[config.mk]
export PLATFORM = sky130hd
export DESIGN_NAME = ins_cache
export DESIGN_NICKNAME = d
export VERILOG_FILES = /design/src/rtl/ins_cache.sv
export SDC_FILE = /design/constraint.sdc
export NUM_CORES = 2
export LEC_CHECK = 0
export ABC_AREA = 1
export ABC_CLOCK_PERIOD_IN_PS = 6300
export BUFFER_PORTS_ARGS = -buffer_cell sky130_fd_sc_hd__clkbuf_2
export CORE_MARGIN = 8
export CORE_UTILIZATION = 63
export DETAILED_ROUTE_END_ITERATION = 10
export PLACE_DENSITY = 0.8
export SLEW_MARGIN = 10
export SYNTH_ARGS = -nofsm -noshare
export SYNTH_HDL_FRONTEND = slang
export SYNTH_SLANG_ARGS = --single-unit
[constraint.sdc]
create_clock -name clk -period 6.3 [get_ports clk]
set_input_delay 0.63 -clock clk [delete_from_list [all_inputs] [get_ports clk]]
set_output_delay 0.63 -clock clk [all_outputs]
set_load 0.1 [all_outputs]
[src/rtl/ins_cache.sv]
// ins_cache: direct-mapped instruction cache with word-serial line fill.
// Optional hit/miss statistics counters are enabled by defining ICACHE_STAT_EN.
module ins_cache #(
  parameter int IDX_W = 4,
  parameter int OFS_W = 2
) (
  input  logic        clk,
  input  logic        rst,
  input  logic        rdy,
  input  logic [31:0] addr,
  output logic        hit,
  output logic [31:0] ins,
  output logic        mem_req,
  output logic [31:0] mem_addr,
  input  logic        mem_done,
  input  logic [31:0] mem_data,
  output logic [31:0] hit_cnt,
  output logic [31:0] miss_cnt
);
  localparam int LINES = 1 << IDX_W;
  localparam int WORDS = 1 << OFS_W;
  localparam int TAG_W = 30 - IDX_W - OFS_W;
  localparam int BASE_W = 30 - OFS_W;
  typedef enum logic {IDLE, FILL} state_t;
  state_t             state_q, state_d;
  logic [OFS_W-1:0]   cnt_q, cnt_d;
  logic [BASE_W-1:0]  base_q, base_d;
  logic [LINES-1:0]   valid_q;
  logic [TAG_W-1:0]   tag_q [LINES];
  logic [31:0]        data_q [LINES][WORDS];
  logic [OFS_W-1:0]   ofs;
  logic [IDX_W-1:0]   idx, fidx;
  logic [TAG_W-1:0]   tag;
  logic               miss, wr, last;
  assign ofs  = addr[OFS_W+1:2];
  assign idx  = addr[OFS_W+IDX_W+1:OFS_W+2];
  assign tag  = addr[31:OFS_W+IDX_W+2];
  assign fidx = base_q[IDX_W-1:0];
  assign last = cnt_q == OFS_W'(WORDS - 1);
  assign hit  = state_q == IDLE && valid_q[idx] && tag_q[idx] == tag;
  assign ins  = data_q[idx][ofs];
  assign miss = rdy && state_q == IDLE && !hit;
  assign wr   = rdy && state_q == FILL && mem_done;
  assign mem_req  = state_q == FILL;
  assign mem_addr = {base_q, cnt_q, 2'b00};
  always_comb begin
    state_d = miss ? FILL : (wr && last) ? IDLE : state_q;
    cnt_d   = miss ? '0 : wr ? cnt_q + 1'b1 : cnt_q;
    base_d  = miss ? addr[31:OFS_W+2] : base_q;
  end
  // The indexed line is invalidated when a fill starts so an aborted fill can never hit.
  always_ff @(posedge clk) begin
    if (rst) begin
      state_q <= IDLE;
      cnt_q   <= '0;
      base_q  <= '0;
      valid_q <= '0;
    end else begin
      state_q <= state_d;
      cnt_q   <= cnt_d;
      base_q  <= base_d;
      if (miss) valid_q[idx] <= 1'b0;
      if (wr && last) valid_q[fidx] <= 1'b1;
    end
  end
  always_ff @(posedge clk) begin
    if (!rst && wr) begin
      data_q[fidx][cnt_q] <= mem_data;
      if (last) tag_q[fidx] <= base_q[BASE_W-1:IDX_W];
    end
  end
`ifdef ICACHE_STAT_EN
  logic [31:0] hit_cnt_q, miss_cnt_q;
  always_ff @(posedge clk) begin
    if (rst) begin
      hit_cnt_q  <= '0;
      miss_cnt_q <= '0;
    end else if (rdy) begin
      hit_cnt_q  <= hit_cnt_q + {31'b0, hit};
      miss_cnt_q <= miss_cnt_q + {31'b0, miss};
    end
  end
  assign hit_cnt  = hit_cnt_q;
  assign miss_cnt = miss_cnt_q;
`else
  assign hit_cnt  = '0;
  assign miss_cnt = '0;
`endif
endmodule

==> results by group <==
Worst setup path
  • Reg-to-reg startpoint: cnt_q[0]
  • CP startpoint kind: input port
  • CP top delay family: buffers and inverters
  • Reg2reg path depth: 7
  • CP arrival: 4.68 ns
  • Critical path fanouts, max: 68
  • WP depth: 12
  • Critical Path Max Stage Delay: about 0.95 ns
  • CP bufs+invs: 5
  • CP startpoint: addr[5]
  • R2R Setup Slk: 2.75 ns
  • Reg2reg end: data_q[10][25]
  • Crit end category: output port
  • Setup Crit Path Kind: input port to output port
  • Most common cell on crit path: nand2_1
  • Worst path required time: ~5.7 ns
  • CP max stage cell: nor2_4
  • Crit path cell chain: buf_8 > inv_4 > nor2_4 > buf_12 > buf_4 > nand2_1 > a31oi_1 > nor4_1 > nand2_1 > nand3_1 > nand2_1 > clkbuf_2

STA
  • Final setup viols: 0
  • Slew Limit Headroom: 0.0846
  • Fmax: 0.188 GHz
  • Fin Hold WS: 0.149 ns
  • Period utilisation layout: 0.843
  • Fin. Hold Viols: 0
  • RSZ-0062 raised after global routing: no
  • Clk_skew: 0.0268 ns
  • Slew Limit Fails: 0
  • Setup TNS: 0 ns
  • Worst-Margin Slew: 1.36 ns
  • Fin crit period: 5.31 ns

Route
  • Initial detailed-routing violation count: 9,899
  • Antenna viol nets, final: 0
  • DRT Pass-1 Iters: 10
  • DR DRC count: 0
  • Wirelength, routed: about 270,000 um
  • Avg WL per Cell: 28.9 um
  • Vias: 62,600
  • Vias per Instance: 6.79

Floorplanning
  • I/O pins: around 200
  • Core footprint: 151,000 um^2
  • DIE HEIGHT: around 410 um
  • Placement Rows: about 140
  • Initial Utilization: 0.632
  • Horiz. Die Dim: 405 um
  • Die area: 164,000 um^2

Cells and area
  • Number of fillers in the final layout: between 9,000 and 10,000
  • Layout cells sized above 1: 0.101
  • Fin nets: 7,074
  • Layout area overhead: 11.1%
  • Multi-input logic area: between 15,000 and 20,000 um^2
  • Register area: approximately 74,000 um^2

Clock network
  • CTS Buffer Depth: 3
  • Setup Buffers After CTS: 0
  • H-tree level count: 4
  • Post-cts sizing count: 0
  • Root Driver: clkbuf_16
  • CTS tree: built
  • Clock Latency Late Sink: 0.84 ns
  • Clk sinks: roughly 2,500
  • Clk slew on worst S/H paths: 0.06 ns
  • CTS hold repair buffers: 0
  • Total CTS buffers: 225

Power
  • Power Dens Cells: 316 nW/um^2
  • Total power: 33.6 mW
  • Leak: 35.0 nW
  • Peak supply drop: 0.285 mV

Synthesis
  • Yosys top cell area share: 0.764
  • Netlist cell types: 37
  • Area leader, netlist: edfxtp_1
  • Yosys reg bits: roughly 2,500
  • Top FF cell, synth: edfxtp_1
  • Syn avg cell area: ~14 um^2
  • Main area contributors after synthesis: edfxtp_1 (76%), nand2_1 (6.4%), nand3_1 (3.8%)
  • Synth Instances: 6,905
  • EDFF count, synth: between 2,000 and 2,500
  • Cell area after synthesis: 95,500 um^2
  • Ys async rst share: 0
  • Yosys warns: 0
  • Sequential area share after synthesis: 0.774

Placement
  • Placer congestion estimate: 0.932
  • HPWL Detailed: 136,000 um
  • Port Buf Inserts: 129

Worst hold path
  • Worst Min Path Start: addr[9]
  • Type of the tightest min-delay check: input port to flip-flop
  • WHS Path Cells: 5
  • Hold Path Sink: base_q[5]

Global routing
  • Total GRT Usage: 0.316
  • Global-route wire length before repair: 386,000 um
  • Antenna violations before repair: 14
  • Gr ovfl total: 0
  • Largest net degree at the start of global routing: 163
  • Number of global-route vias before repair: 61,100

Outcome
  • Run status: finished clean

Run
  • MaxCap Viol Count: 0
cell type report:
type | count | area share
sequential | 2479 | 0.697
inverter | 104 | 0.00395
tap | 2030 | 0.0239
timing repair buffer | 323 | 0.0236
antenna | 7 | 0.000165
multi-input combinational | 3869 | 0.185
clock inverter | 150 | 0.0109
clock buffer | 271 | 0.0557
power by group:
group          leakage [nW]  internal [mW]  switching, mW
clock network          3.46           7.24           5.89
logic                  9.26          0.433           1.80
registers              22.3           18.1         0.0792
total                  35.0           25.8           7.77
worst reg2reg max path, stage by stage (launching register included):
cell and delay (ns):
dfxtp_1 0.46, ha_1 0.19, nand4_1 0.22, nor2_1 0.17, inv_1 0.06, buf_4 0.27
nor2_4 0.96, buf_4 0.78
synthesized netlist by cell type, types with 2 or more instances:
library cell	instances
or3_1	2
buf_2	47
o21ai_0	30
buf_1	39
buf_4	73
o31ai_1	2
o2111ai_1	4
a21oi_1	107
a221oi_1	31
o21ai_1	12
nand4_1	13
clkbuf_1	356
a22oi_1	485
inv_2	4
inv_4	2
nand2_1	1621
inv_1	98
edfxtp_1	2432
nor4_1	68
nand3_1	729
o22ai_1	2
o311ai_0	7
ha_1	4
o211ai_1	8
nor2_1	217
buf_6	3
a31oi_1	402
dfxtp_1	47
nor3_1	31
o41ai_1	22
stage by stage:
step,area [um^2],utilization,cells,worst slack [ns]
after CTS,106000,0.702,9224,1.14
final,106000,0.702,9233,0.992
after floorplan,95800,-,6970,1.60
after global placement,99000,0.655,8803,1.18
after detailed placement,99000,0.655,8803,1.19
after global routing,106000,0.702,9230,0.961
sequential cells by signal, summed over array words and instances (netlist names):
register	cells
mem_req	1
valid_q	16
tag_q	384
base_q	28
cnt_q	2
data_q	2048
routing by layer:
metal | up-vias | global-route usage | part of all wire | wire length, um
li1 | 26100 | - | - | -
met1 | 30000 | 0.413 | 0.33 | 87100
met2 | 5528 | 0.494 | 0.46 | 123000
met3 | 1057 | 0.0797 | 0.15 | 40500
met4 | 4 | 0.172 | 0.061 | 16300
met5 | - | 0 | 0.00010 | 27
cell families after synthesis:
logic type / share of synthesized area
compound gates: 0.0790
xor+xnor: 0.0000917
fa+ha+maj: 0.000524
buf+inv: 0.0282
flops: 0.774
other cells: 0.0000392
simple gates: 0.118
how the worst max path moves through the flow:
stage	endpoint	slack (ns)
after floorplan	data_q[11][0]	1.60
after global placement	ins[22]	1.18
after detailed placement	ins[22]	1.19
after CTS	ins[15]	1.14
after global routing	ins[15]	0.96
final	ins[6]	0.99
cell usage in the layout, fill, tap and decap left out, drive strengths merged, types with 42 or more instances in the layout:
cell,netlist,final
nor2,219,219
clkbuf,356,393
a22oi,485,485
a21oi,107,107
a31oi,402,402
nand3,729,729
nor4,68,68
inv,104,110
o21ai,42,42
dfxtp,47,47
buf,162,201
conb,1,66
clkinv,0,119
nand2,1623,1623
edfxtp,2432,2432
(Power assumes the default switching activity.)
